[src/rtl/ky32_imem_loader_if.sv]
// Byte link and imem write port of the kythera32 program loader.
// The loader takes the slave view; the byte source and imem take the master view.
interface ky32_imem_loader_if;
  logic [7:0]  rx_data;
  logic        rx_valid;
  logic        rx_ready;
  logic        im_we;
  logic [31:0] im_addr;
  logic [31:0] im_wdata;

  modport master (
    output rx_data, rx_valid,
    input  rx_ready, im_we, im_addr, im_wdata
  );

  modport slave (
    input  rx_data, rx_valid,
    output rx_ready, im_we, im_addr, im_wdata
  );
endinterface

[src/rtl/ky32_imem_loader.sv]
// Framed byte-stream loader for the kythera32 instruction memory.
// It holds the CPU in reset until a frame with a good XOR checksum has been written.
module ky32_imem_loader #(
  parameter int         DEPTH = 256,
  parameter logic [7:0] MAGIC = 8'hA5
) (
  input  logic                clk,
  input  logic                rst,
  ky32_imem_loader_if.slave   bus,
  output logic                cpu_hold,
  output logic                done,
  output logic                err
);

  localparam int          IW      = $clog2(DEPTH + 1);
  localparam logic [15:0] DEPTH_W = 16'(DEPTH);

  typedef enum logic [2:0] {
    ST_IDLE = 3'd0,
    ST_LEN0 = 3'd1,
    ST_LEN1 = 3'd2,
    ST_DATA = 3'd3,
    ST_CSUM = 3'd4,
    ST_DONE = 3'd5,
    ST_ERR  = 3'd6
  } state_t;

  state_t         state_r, state_next;
  logic [15:0]    len_r;
  logic [IW-1:0]  idx_r;
  logic [1:0]     bi_r;
  logic [7:0]     xor_r;
  logic [23:0]    word_r;
  logic           rx_ready_r, im_we_r;
  logic [31:0]    im_addr_r, im_wdata_r;
  logic           hold_r, done_r, err_r;
  logic           hold_s, done_s, err_s;
  logic           acc_s, last_word_s;
  logic [15:0]    len_s;
  logic [7:0]     b_s;

  assign b_s         = bus.rx_data;
  assign acc_s       = bus.rx_valid & rx_ready_r;
  assign len_s       = {b_s, len_r[7:0]};
  assign last_word_s = (16'(idx_r) + 16'd1) == len_r;

  // State register
  always_ff @(posedge clk or negedge rst) begin
    if (!rst) begin
      state_r <= ST_IDLE;
    end else begin
      state_r <= state_next;
    end
  end

  // Next-state decode, evaluated only on an accepted byte
  always_comb begin
    state_next = state_r;
    if (acc_s) begin
      case (state_r)
        ST_IDLE: state_next = (b_s == MAGIC) ? ST_LEN0 : ST_IDLE;
        ST_LEN0: state_next = ST_LEN1;
        ST_LEN1: begin
          if (len_s > DEPTH_W) begin
            state_next = ST_ERR;
          end else if (len_s == 16'd0) begin
            state_next = ST_CSUM;
          end else begin
            state_next = ST_DATA;
          end
        end
        ST_DATA: state_next = (bi_r == 2'd3 && last_word_s) ? ST_CSUM : ST_DATA;
        ST_CSUM: state_next = (b_s == xor_r) ? ST_DONE : ST_ERR;
        ST_DONE: state_next = (b_s == MAGIC) ? ST_LEN0 : ST_DONE;
        ST_ERR:  state_next = (b_s == MAGIC) ? ST_LEN0 : ST_ERR;
        default: state_next = ST_IDLE;
      endcase
    end else begin
      state_next = state_r;
    end
  end

  // Status outputs follow the state being entered so they line up with it
  always_comb begin
    done_s = 1'b0;
    err_s  = 1'b0;
    hold_s = 1'b1;
    case (state_next)
      ST_DONE: begin done_s = 1'b1; hold_s = 1'b0; end
      ST_ERR:  err_s = 1'b1;
      default: hold_s = 1'b1;
    endcase
  end

  // Datapath: length latch, word assembly, checksum and the imem write strobe
  always_ff @(posedge clk or negedge rst) begin
    if (!rst) begin
      rx_ready_r <= 1'b0;
      im_we_r    <= 1'b0;
      im_addr_r  <= 32'd0;
      im_wdata_r <= 32'd0;
      hold_r     <= 1'b1;
      done_r     <= 1'b0;
      err_r      <= 1'b0;
      len_r      <= 16'd0;
      idx_r      <= '0;
      bi_r       <= 2'd0;
      xor_r      <= 8'd0;
      word_r     <= 24'd0;
    end else begin
      rx_ready_r <= 1'b1;
      im_we_r    <= 1'b0;
      hold_r     <= hold_s;
      done_r     <= done_s;
      err_r      <= err_s;
      if (acc_s) begin
        case (state_r)
          ST_LEN0: len_r[7:0] <= b_s;
          ST_LEN1: begin
            len_r[15:8] <= b_s;
            idx_r       <= '0;
            bi_r        <= 2'd0;
            xor_r       <= 8'd0;
          end
          ST_DATA: begin
            xor_r <= xor_r ^ b_s;
            bi_r  <= bi_r + 2'd1;
            case (bi_r)
              2'd0: word_r[7:0]   <= b_s;
              2'd1: word_r[15:8]  <= b_s;
              2'd2: word_r[23:16] <= b_s;
              default: begin
                im_we_r    <= 1'b1;
                im_addr_r  <= 32'(idx_r) << 2;
                im_wdata_r <= {b_s, word_r};
                idx_r      <= idx_r + IW'(1);
              end
            endcase
          end
          default: ;
        endcase
      end
    end
  end

  assign bus.rx_ready = rx_ready_r;
  assign bus.im_we    = im_we_r;
  assign bus.im_addr  = im_addr_r;
  assign bus.im_wdata = im_wdata_r;
  assign cpu_hold     = hold_r;
  assign done         = done_r;
  assign err          = err_r;

endmodule
[src/flat_wrapper.sv]
// flat-port wrapper written by rule: the top's interface ports become plain ports
module ky32_imem_loader_flat 
#(
  parameter int         DEPTH = 256,
  parameter logic [7:0] MAGIC = 8'hA5
)
  (clk, rst, cpu_hold, done, err, bus_rx_data, bus_rx_valid, bus_rx_ready, bus_im_we, bus_im_addr, bus_im_wdata);
  ky32_imem_loader_if bus_i ();
  input  logic clk;
  input  logic rst;
  output logic cpu_hold;
  output logic done;
  output logic err;
  input wire logic [$bits(bus_i.rx_data)-1:0] bus_rx_data;
  input wire logic [$bits(bus_i.rx_valid)-1:0] bus_rx_valid;
  output wire logic [$bits(bus_i.rx_ready)-1:0] bus_rx_ready;
  output wire logic [$bits(bus_i.im_we)-1:0] bus_im_we;
  output wire logic [$bits(bus_i.im_addr)-1:0] bus_im_addr;
  output wire logic [$bits(bus_i.im_wdata)-1:0] bus_im_wdata;
  assign bus_i.rx_data = bus_rx_data;
  assign bus_i.rx_valid = bus_rx_valid;
  assign bus_rx_ready = bus_i.rx_ready;
  assign bus_im_we = bus_i.im_we;
  assign bus_im_addr = bus_i.im_addr;
  assign bus_im_wdata = bus_i.im_wdata;
  ky32_imem_loader #(.DEPTH(DEPTH), .MAGIC(MAGIC)) u_core (.clk(clk), .rst(rst), .bus(bus_i), .cpu_hold(cpu_hold), .done(done), .err(err));
endmodule
[config.mk]
export PLATFORM = sky130hd
export DESIGN_NAME = ky32_imem_loader_flat
export DESIGN_NICKNAME = d
export VERILOG_FILES = /design/src/rtl/ky32_imem_loader_if.sv /design/src/rtl/ky32_imem_loader.sv /design/src/flat_wrapper.sv
export SDC_FILE = /design/constraint.sdc
export NUM_CORES = 1
export LEC_CHECK = 0
export BUFFER_PORTS_ARGS = -buffer_cell sky130_fd_sc_hd__buf_2
export CORE_MARGIN = 2
export CORE_UTILIZATION = 40
export CTS_BUF_LIST = sky130_fd_sc_hd__clkbuf_16
export DETAILED_ROUTE_END_ITERATION = 8
export GPL_ROUTABILITY_DRIVEN = 0
export HOLD_SLACK_MARGIN = 0.05
export PLACE_DENSITY = 0.59
export SLEW_MARGIN = 40
export SYNTH_ARGS = -nofsm -noshare
export SYNTH_HDL_FRONTEND = slang
export SYNTH_SLANG_ARGS = --single-unit
[constraint.sdc]
create_clock -name clk -period 2.1 [get_ports clk]
set_input_delay 0.315 -clock clk [delete_from_list [all_inputs] [get_ports clk]]
set_output_delay 0.315 -clock clk [all_outputs]
set_load 0.03 [all_outputs]
==> impl_metrics.tcl, run 1 <==
set metrics [dict create \
    ys.flop_type "dfrtp_1" \
    path_max_fanout 4 \
    critPathRequiredTime_ns 2.34 \
    fin_hold_ws_ns 0.2469 \
    cp.buffers_inverters 0 \
    avgSynthCellArea_um2 9.382 \
    drive_gt1_share_pct 20.00 \
    port_buffers 56 \
    htree_levels 3 \
    worstPathCellList "or4_4, or3_1, nand3_2, o221ai_2, o221a_4, nand2b_1" \
    final_cell_mix "nand2_1 (186), dfrtp_1 (107), buf_2 (55)" \
    peakVddDrop_uv 436.0 \
    layout_min_cycle_time_ns 2.008 \
    ys_ff_latch 108 \
    crit_family "simple AND/OR/NAND/NOR gates" \
    cts_buffer_depth 2 \
    r2r_start "u_core.len_r[5]$_DFFE_PN0P_" \
    drt-initial-drc-count 249 \
    areaGrowthSynthToFinish_pct 17.03 \
    syn_inst 538 \
    outcome "finished clean" \
    cts_tree "done" \
    synth.area.top_cells "dfrtp_1 (53%), nand2_1 (14%), o21ai_0 (4.5%), buf_4 (3.4%), mux2_2 (3.1%)" \
    clk_latency_ns 0.35 \
    synth_edf_count 0 \
    path_class "register to register" \
    worstSetupStartpointType "register" \
    synth_area_leader_cell "dfrtp_1" \
    grtUsageMet2_pct 30.58 \
    grt_overflow_total 0 \
    setup.worst_path.start "u_core.len_r[5]$_DFFE_PN0P_" \
    total_power_mw 4.613 \
    cp-end-kind "register" \
    drc 0 \
    path_clk_slew_ns 0.07 \
    grtUsageMet3_pct 3.529 \
    ys_warn_count 0 \
    setup_tns_ns 0 \
    grt_pass1_wl_mm 19.18 \
    maxCapViolations 0 \
    antenna_cells 0 \
    antenna_found_initial 0 \
    maxSlewViolCount 0 \
    cts_sinks 108 \
    pin_count 80 \
    die_h_um 116.3 \
    grt_max_degree 55 \
    cts_root_buf "clkbuf_16" \
    placed_cells 764 \
    cpPeakStageDelay_ns 0.56 \
    dp_hpwl_mm 8.223 \
    fin_cells 782 \
    fp.dieArea_um2 13530 \
    routed_wirelength_mm 11.57 \
    critPathSlowestCell "or4_4" \
    worstMarginPinSlew_ns 0.6571 \
    first_pass_iters 4 \
    hold_path.class "input pin to register" \
    drtAntennaViolNets 0 \
    leakage_nw 3.129 \
    use_met1_pct 23.84 \
    fp.dieW_um 116.3 \
    holdCritStartpoint "bus_rx_data[3]" \
    grt_usage_pct 18.31 \
    grt_pass1_vias 3855 \
    vias_per_cell 4.919 \
    start_util_pct 40.49 \
    yosysUniqueCellTypes 54 \
    synth_area_um2 5047 \
    rows 41 \
    cts_made_buffers 9 \
    setup_violations 0 \
    finalHoldViolCount 0 \
    power.density_nw_per_um2 780.9 \
    synth.top_cell.area_share_pct 53.05 \
    vias 3847 \
    drt-wirelength-per-cell_um 14.79 \
    cp.arrival_ns 2.24 \
    fin_crit_sh_pct 95.60 \
    core-area_um2 12470 \
    synth-seq-area-share_pct 53.57 \
    max-slew-margin-rel_pct 55.90 \
    top_usage_layer "met2" \
    nets 622 \
    synthArstFlopShare_pct 100.0 \
    layout_commonest_cell "nand2_1" \
    clock_skew_ns 0.006283 \
    max_clock_freq_ghz 0.4981 \
]
## report_power, final
group | total [mW] | internal, mW | switching, mW
combinational | 0.541 | 0.174 | 0.368
sequential | 2.24 | 2.18 | 0.0632
clock | 1.83 | 1.04 | 0.787
## cell type report
class	instances	area, um2
clock inverters	7	91.34
clock buffers	9	225.2
fillers	1194	6559
inverters	11	41.29
flip-flops and latches	108	2704
repair buffers	81	498.0
well taps	172	215.2
multi-input cells	394	2132
## synthesized netlist by cell type, drive strengths merged, types with 2 or more instances
master	count
mux2	14
buf	31
nand2	187
nor2b	2
or4	3
a22oi	2
a22o	3
nor3	12
nor4	2
nand2b	7
clkbuf	16
o21ai	48
dfrtp	107
a21o	2
inv	10
a211oi	3
ha	6
nand3	6
nand4	5
nand4b	2
and4	3
xor2	10
conb	2
nor2	11
o211ai	2
and2	3
a21oi	9
o31ai	3
xnor2	9
and3	3
## timing repair
action | in CTS | in global routing
buffers inserted | 0 | 1
gates resized for setup | 0 | 5
endpoints found under the hold margin | 34 | 0
hold buffers | 1 | 0
setup endpoints to repair | 0 | 6
## worst reg2reg max path, cell delays in order (launching register included)
cell and delay (ns):
dfrtp_1 0.40, or4_4 0.56, or3_1 0.38, nand3_2 0.12
o221ai_2 0.13, o221a_4 0.15, nand2b_1 0.15
## worst paths after layout
kind / end / slack (ns) / cells past startpoint
setup / recovery: u_core.state_r[0]$_DFF_PN0_ / 0.09 / 6
hold / removal: u_core.len_r[11]$_DFFE_PN0P_ / 0.25 / 3
setup reg to reg: u_core.state_r[0]$_DFF_PN0_ / 0.09 / 6
hold reg to reg: u_core.bus.im_wdata[12]$_DFFE_PN0P_ / 0.46 / 2
max in group asynchronous: u_core.len_r[10]$_DFFE_PN0P_ / 0.91 / 3
min in group asynchronous: u_core.word_r[22]$_DFFE_PN0P_ / 0.48 / 2
## layer usage
layer | vias to the layer above | wire, um
met1 | 1870 | 5289
met2 | 88 | 5644
met4 | 0 | 174
met5 | - | 0
li1 | 1871 | -
met3 | 18 | 459
## metrics by stage
step / setup WS [ns] / util (%) / cell area (um2)
floorplan: 0.1004 / - / 5130
global placement: 0.08800 / 44.53 / 5552
detailed placement: 0.003411 / 44.53 / 5552
CTS: 0.02985 / 47.15 / 5878
global route: -0.003186 / 47.39 / 5907
finish: 0.09244 / 47.39 / 5907
## cell families after synthesis
logic type	synth area share [%]
AO/OA/AOI/OAI	10.09
XOR/XNOR	3.743
adder cells (fa/ha/maj)	1.487
buffers and inverters	6.247
flip-flops	53.57
multiplexers	3.123
other	0.1488
AND/OR/NAND/NOR	21.59
## sequential cells by signal, summed over array words and instances (netlist names)
name and flops:
u_core.xor_r 8, u_core.bus.im_addr 9, u_core.word_r 24, u_core.len_r 16
u_core.idx_r 9, u_core.bus.im_wdata 32, u_core.err 1, u_core.bi_r 2
u_core.cpu_hold 1, u_core.bus.rx_ready 1, u_core.done 1, u_core.state_r 3
u_core.bus.im_we 1
Power figures use the tool's default switching activity.
==> run 2, diff against run 1 <==
--- a/config.mk
+++ b/config.mk
@@ -5,6 +5,7 @@
 export SDC_FILE = /design/constraint.sdc
 export NUM_CORES = 1
 export LEC_CHECK = 0
+export ABC_AREA = 1
 export BUFFER_PORTS_ARGS = -buffer_cell sky130_fd_sc_hd__buf_2
 export CORE_MARGIN = 2
 export CORE_UTILIZATION = 40
==> run 2 against run 1 <==
Against the previous run:
- core utilization up 0.46 points
- combinational power increased by 98%
- sequential cell count unchanged
- via count increased by 0.62%
- critical path depth rose by 11
- die area decreased by 1.9%
- critical endpoint is now u_core.done$_DFF_PN0_
==> impl_metrics.tcl, run 2 <==
set metrics [dict create \
    r2r_start "u_core.idx_r[0]$_DFFE_PN0P_" \
    ys_warn_count 0 \
    setup_violations 0 \
    max_clock_freq_ghz 0.5193 \
    start_util_pct 41.03 \
    synth-seq-area-share_pct 54.64 \
    areaGrowthSynthToFinish_pct 16.61 \
    htree_levels 3 \
    hold_path.class "input pin to register" \
    cpPeakStageDelay_ns 0.40 \
    maxCapViolations 0 \
    fp.dieW_um 115.2 \
    num-fill-cells 1170 \
    path_clk_slew_ns 0.07 \
    antenna_cells 0 \
    synth_edf_count 0 \
    cts_root_buf "clkbuf_16" \
    nets 679 \
    pin_count 80 \
    drive_gt1_share_pct 17.39 \
    cts_made_buffers 9 \
    antenna_found_initial 0 \
    regArea_um2 2706 \
    total_power_mw 5.174 \
    cp.arrival_ns 2.18 \
    power.density_nw_per_um2 896.7 \
    cp-end-kind "register" \
    synth.area.top_cells "dfrtp_1 (54%), nand2_1 (16%), o21ai_0 (5.7%), inv_1 (3.6%), buf_4 (3.5%)" \
    layout_commonest_cell "nand2_1" \
    crit_path_frequent_cell "nand2_1" \
    path_max_fanout 4 \
    synthArstFlopShare_pct 100.0 \
    cp.buffers_inverters 3 \
    crit_family "simple AND/OR/NAND/NOR gates" \
    path_class "register to register" \
    synth_area_um2 4948 \
    hold_end "u_core.xor_r[5]$_DFFE_PN0P_" \
    fp.dieArea_um2 13280 \
    routed_wirelength_mm 10.92 \
    yosysMostFrequentCell "nand2_1" \
    synth_area_leader_cell "dfrtp_1" \
    grt_pass1_vias 3686 \
    yosysUniqueCellTypes 32 \
    critPathRequiredTime_ns 2.35 \
    rsz0062_at_grt "true" \
    dp_hpwl_mm 7.838 \
    reg2reg_setup_slack_ns 0.17 \
    setup_tns_ns 0 \
    multiInputGateArea_um2 1917 \
    grt_max_degree 38 \
    maxSlewViolCount 0 \
    synth_top_cells_by_count "nand2_1 (214), dfrtp_1 (107), o21ai_0 (56)" \
    leakage_nw 3.050 \
    grt_usage_pct 17.65 \
    vias_per_cell 4.636 \
    die_h_um 115.2 \
    avgSynthCellArea_um2 8.387 \
    drtAntennaViolNets 0 \
    finalHoldViolCount 0 \
    largest_reg_flops 32 \
    critPathSlowestCell "dfrtp_2" \
    final_cell_mix "nand2_1 (210), dfrtp_1 (105), o21ai_0 (56)" \
    core-area_um2 12060 \
    clock_skew_ns 0.004346 \
    first_pass_iters 4 \
    worst_r2r_endpoint "u_core.done$_DFF_PN0_" \
    outcome "finished clean" \
    ys_ff_latch 108 \
    holdPathStages 3 \
    port_buffers 56 \
    grt_pass1_wl_mm 17.96 \
    worstSetupStartpointType "register" \
    ys.flop_type "dfrtp_1" \
    syn_inst 590 \
    grt_overflow_total 0 \
    rows 40 \
    clk_latency_ns 0.35 \
    cts_sinks 108 \
    cts_buffer_depth 2 \
    drt-initial-drc-count 202 \
    layout_min_cycle_time_ns 1.926 \
    synth.top_cell.area_share_pct 54.11 \
    setup.worst_path.start "u_core.idx_r[0]$_DFFE_PN0P_" \
    vias 3871 \
    peakVddDrop_uv 398.5 \
    worstPathCellList "ha_2, nand2_2, nor2_4, buf_4, nand3_1, nand3_1, nand2_1, inv_1, nand2_1, nor2_2, nand2_1, nand2_1, nand2_1, nand2_1, nand2_1, inv_1, nor2_1" \
    fin_crit_sh_pct 91.69 \
    holdCritStartpoint "bus_rx_data[5]" \
    drc 0 \
    cts_tree "done" \
    rr_worst_depth 17 \
    drt-wirelength-per-cell_um 13.08 \
]
[run 2: cell count changes in the layout (fill, tap and decap cells not counted), moves of 8 or more]
cell     delta
nor2_2      +8
nand3_1    +25
nor2_1     +11
nand2_1    +24
o21ai_0    +13
o21ai_1     +9
inv_1      +39
mux2_2     -14
[run 2: cell families (layout without fill, tap and decap cells)]
group | after synthesis | after routing | share of synthesized area (%)
compound gates | 84 | 84 | 9.027
xor+xnor | 8 | 8 | 1.416
fa+ha+maj | 6 | 6 | 1.517
buf+inv | 90 | 145 | 8.900
flops | 108 | 108 | 54.64
other cells | 2 | 24 | 0.1518
simple gates | 292 | 292 | 24.35
[run 2: per-layer routing]
layer	vias up	track usage, %	part of all wire [%]	wire (um)
met3	13	2.952	4.0	437
met5	-	0	0	0
met2	84	28.39	48	5282
li1	1973	-	-	-
met4	0	7.631	1.5	163
met1	1801	23.64	46	5038
[run 2: final cells by class]
cell class                 count  area share [%]
multi-input combinational    414           33.22
tap                          168           3.643
inverter                      53           3.491
timing repair buffer          76           7.979
sequential                   108           46.90
clock buffer                   9           3.903
clock inverter                 7          0.8673
[run 2: power breakdown]
group / leakage [nW] / internal [mW] / total (mW) / switching [mW]
Sequential: 1.48 / 2.29 / 2.50 / 0.206
Combinational: 1.44 / 0.367 / 1.07 / 0.701
Clock: 0.136 / 0.813 / 1.61 / 0.792
Total: 3.05 / 3.47 / 5.17 / 1.70
[run 2: how the worst max path moves through the flow]
stage          slack, ns               endpoint  cells after the start
2_1_floorplan       0.34   u_core.err$_DFF_PN0_                     16
3_3_place_gp        0.17  u_core.done$_DFF_PN0_                     14
3_5_place_dp        0.09  u_core.done$_DFF_PN0_                     14
4_1_cts             0.07  u_core.done$_DFF_PN0_                     14
5_1_grt            -0.02  u_core.done$_DFF_PN0_                     16
6_report            0.17  u_core.done$_DFF_PN0_                     17
[run 2: worst min-delay path, stage by stage]
cell	delay, ns
buf_2	0.11
xnor2_1	0.14
o21ai_0	0.09
[run 2: through the flow]
step                setup WS, ns  std cells  hold WS (ns)  instance area [um2]  util (%)
floorplan                 0.3445        612       0.01941                 5031         -
global placement          0.1684        814        0.3038                 5420     44.94
detailed placement       0.09270        814        0.3158                 5420     44.94
CTS                      0.06764        831        0.3439                 5705     47.30
global route            -0.02144        835        0.3618                 5771     47.84
finish                    0.1745        835        0.3538                 5771     47.84
[run 2: what timing repair did]
action | 4_1_cts | 5_1_grt
gates resized for setup | 0 | 14
hold endpoints to repair | 32 | 0
buffers inserted | 0 | 4
setup endpoints to repair | 0 | 14
hold buffers | 1 | 0
==> run 3, diff against run 2 <==
--- a/config.mk
+++ b/config.mk
@@ -14,6 +14,7 @@
 export GPL_ROUTABILITY_DRIVEN = 0
 export HOLD_SLACK_MARGIN = 0.05
 export PLACE_DENSITY = 0.59
+export REMOVE_ABC_BUFFERS = 1
 export SLEW_MARGIN = 40
 export SYNTH_ARGS = -nofsm -noshare
 export SYNTH_HDL_FRONTEND = slang
==> run 3 against run 2 <==
Against the previous run:
- register-to-register slack improved by 0.02 ns
- sequential share of layout area increased by 0.18 points
- worst hold slack got worse by 0.0047 ns
- power decreased by 0.71%
- combinational power about the same
- core utilization decreased by 0.21 points
- clock skew increased by 0.0090 ns
- global-route usage about the same
- critical endpoint is now u_core.bus.im_wdata[26]$_DFFE_PN0P_
- count of clock-buffer cells in the layout unchanged
- worst setup slack improved by 0.016 ns
- clock power decreased by 4%
- largest cell class unchanged
==> impl_metrics.tcl, run 3 (synthesis gave the netlist of run 2 again) <==
set metrics [dict create \
    outcome "finished clean" \
    peakVddDrop_uv 358.1 \
    max-slew-margin-rel_pct 62.14 \
    postLayoutCoreUtil_pct 47.63 \
    htree_levels 3 \
    cts_buffer_depth 2 \
    cp-endpoint "u_core.bus.im_wdata[26]$_DFFE_PN0P_" \
    cts_tree "done" \
    path_max_fanout 40 \
    worst_r2r_endpoint "u_core.bus.im_wdata[26]$_DFFE_PN0P_" \
    drt-initial-drc-count 179 \
    worstSetupStartpointType "register" \
    max_clock_freq_ghz 0.5238 \
    r2r_start "u_core.state_r[2]$_DFF_PN0_" \
    setup.worst_path.start "u_core.state_r[2]$_DFF_PN0_" \
    die_h_um 115.2 \
    final_cell_mix "nand2_1 (210), dfrtp_1 (106), o21ai_0 (56)" \
    fp.dieW_um 115.2 \
    reg2reg_setup_slack_ns 0.19 \
    antenna_found_initial 0 \
    seqPwrFrac_pct 48.7 \
    grt_usage_pct 17.62 \
    grt_max_degree 41 \
    dp_hpwl_mm 7.848 \
    holdCritStartpoint "bus_rx_data[5]" \
    cp-end-kind "register" \
    clock_skew_ns 0.01336 \
    grt_overflow_total 0 \
    maxSlewViolCount 0 \
    maxCapViolations 0 \
    areaGrowthSynthToFinish_pct 16.11 \
    cp.arrival_ns 2.13 \
    layout_min_cycle_time_ns 1.909 \
    nets 676 \
    start_util_pct 41.03 \
    multiInputGateArea_um2 1929 \
    grt_pass1_wl_mm 18.32 \
    regArea_um2 2705 \
    num-fill-cells 1199 \
    worstMarginPinSlew_ns 0.5678 \
    drive_gt1_share_pct 16.89 \
    fp.dieArea_um2 13280 \
    path_class "register to register" \
    pin_count 80 \
    critPathRequiredTime_ns 2.32 \
    swShare_pct 32.52 \
    vias_per_cell 4.700 \
    grt_pass1_vias 3820 \
    drc 0 \
    power.density_nw_per_um2 894.2 \
    rows 40 \
    fin_crit_sh_pct 90.92 \
    leakage_nw 3.028 \
    drtAntennaViolNets 0 \
    setup_violations 0 \
    rr_worst_depth 11 \
    routed_wirelength_mm 10.92 \
    cts_sinks 108 \
    first_pass_iters 4 \
    rsz0062_at_grt "true" \
    layout_commonest_cell "nand2_1" \
    port_buffers 56 \
    antenna_cells 0 \
    clockPowerShare_pct 30.2 \
    p_int_mw 3.467 \
    clk_latency_ns 0.35 \
    finalHoldViolCount 0 \
    largest_reg_flops 32 \
    vias 3906 \
    setup_ws_ns 0.1908 \
    cts_root_buf "clkbuf_16" \
    p_sw_mw 1.671 \
    hold_path.class "input pin to register" \
    pre_cts_ws_ns 0.1173 \
    pwr-share-comb_pct 21.2 \
    drt-wirelength-per-cell_um 13.14 \
    cts_made_buffers 9 \
    core-area_um2 12060 \
    path_clk_slew_ns 0.07 \
]
run 3: how the worst min path moves through the flow:
stage / to / slack [ns] / cells past startpoint
after floorplan: u_core.bi_r[0]$_DFFE_PN0P_ / 0.02 / 0
after global placement: u_core.err$_DFF_PN0_ / 0.35 / 1
after detailed placement: u_core.done$_DFF_PN0_ / 0.35 / 1
after CTS: u_core.xor_r[5]$_DFFE_PN0P_ / 0.33 / 3
after global routing: u_core.xor_r[5]$_DFFE_PN0P_ / 0.38 / 3
final: u_core.xor_r[5]$_DFFE_PN0P_ / 0.35 / 3
run 3: power groups by stage:
stage	clock network [mW]	registers, mW	logic [mW]
after floorplan	0	2.50	0.724
after global placement	0	2.52	1.01
after detailed placement	0	2.52	1.03
after CTS	1.60	2.49	1.03
after global routing	1.67	2.53	1.26
final	1.55	2.50	1.09
run 3: cell type report:
| cell class | count | share of cell area [%] |
|---|---|---|
| Clock inverter | 6 | 0.6751 |
| Sequential cell | 108 | 47.08 |
| Clock buffer | 9 | 3.920 |
| Multi-Input combinational cell | 414 | 33.58 |
| Tap cell | 168 | 3.659 |
| Inverter | 53 | 3.463 |
| Timing Repair Buffer | 73 | 7.622 |
run 3: layer usage:
metal / up-vias / GRT usage [%] / share of wire, %
li1: 1960 / - / -
met5: - / 0 / 0
met4: 0 / 7.871 / 1.8
met3: 13 / 2.636 / 3.2
met2: 89 / 28.98 / 48
met1: 1844 / 23.18 / 47
run 3: what timing repair did:
item | CTS | global route
hold endpoints to repair | 34 | 0
setup endpoints to repair | 0 | 7
hold buffers | 1 | 0
gates resized for setup | 0 | 13
setup buffers | 0 | 2
run 3: through the flow:
| stage | cells | hold slack [ns] | total power, mW | area (um2) | TNS, ns |
|---|---|---|---|---|---|
| global route | 831 | 0.3767 | 5.463 | 5746 | -0.002525 |
| detailed placement | 813 | 0.3487 | 3.550 | 5413 | 0 |
| floorplan | 575 | 0.01941 | 3.228 | 4790 | -6.220 |
| finish | 831 | 0.3491 | 5.137 | 5746 | 0 |
| global placement | 813 | 0.3453 | 3.526 | 5413 | 0 |
| CTS | 829 | 0.3303 | 5.118 | 5687 | 0 |
run 3: critical path, cell delays in order, from the launching register on:
cell     delay [ns]
dfrtp_1        0.45
nor2_2         0.15
inv_1          0.07
nor2_2         0.13
inv_2          0.13
nor2_8         0.18
inv_2          0.09
nor2_4         0.11
inv_2          0.04
buf_4          0.24
nand2_1        0.09
o21ai_0        0.09
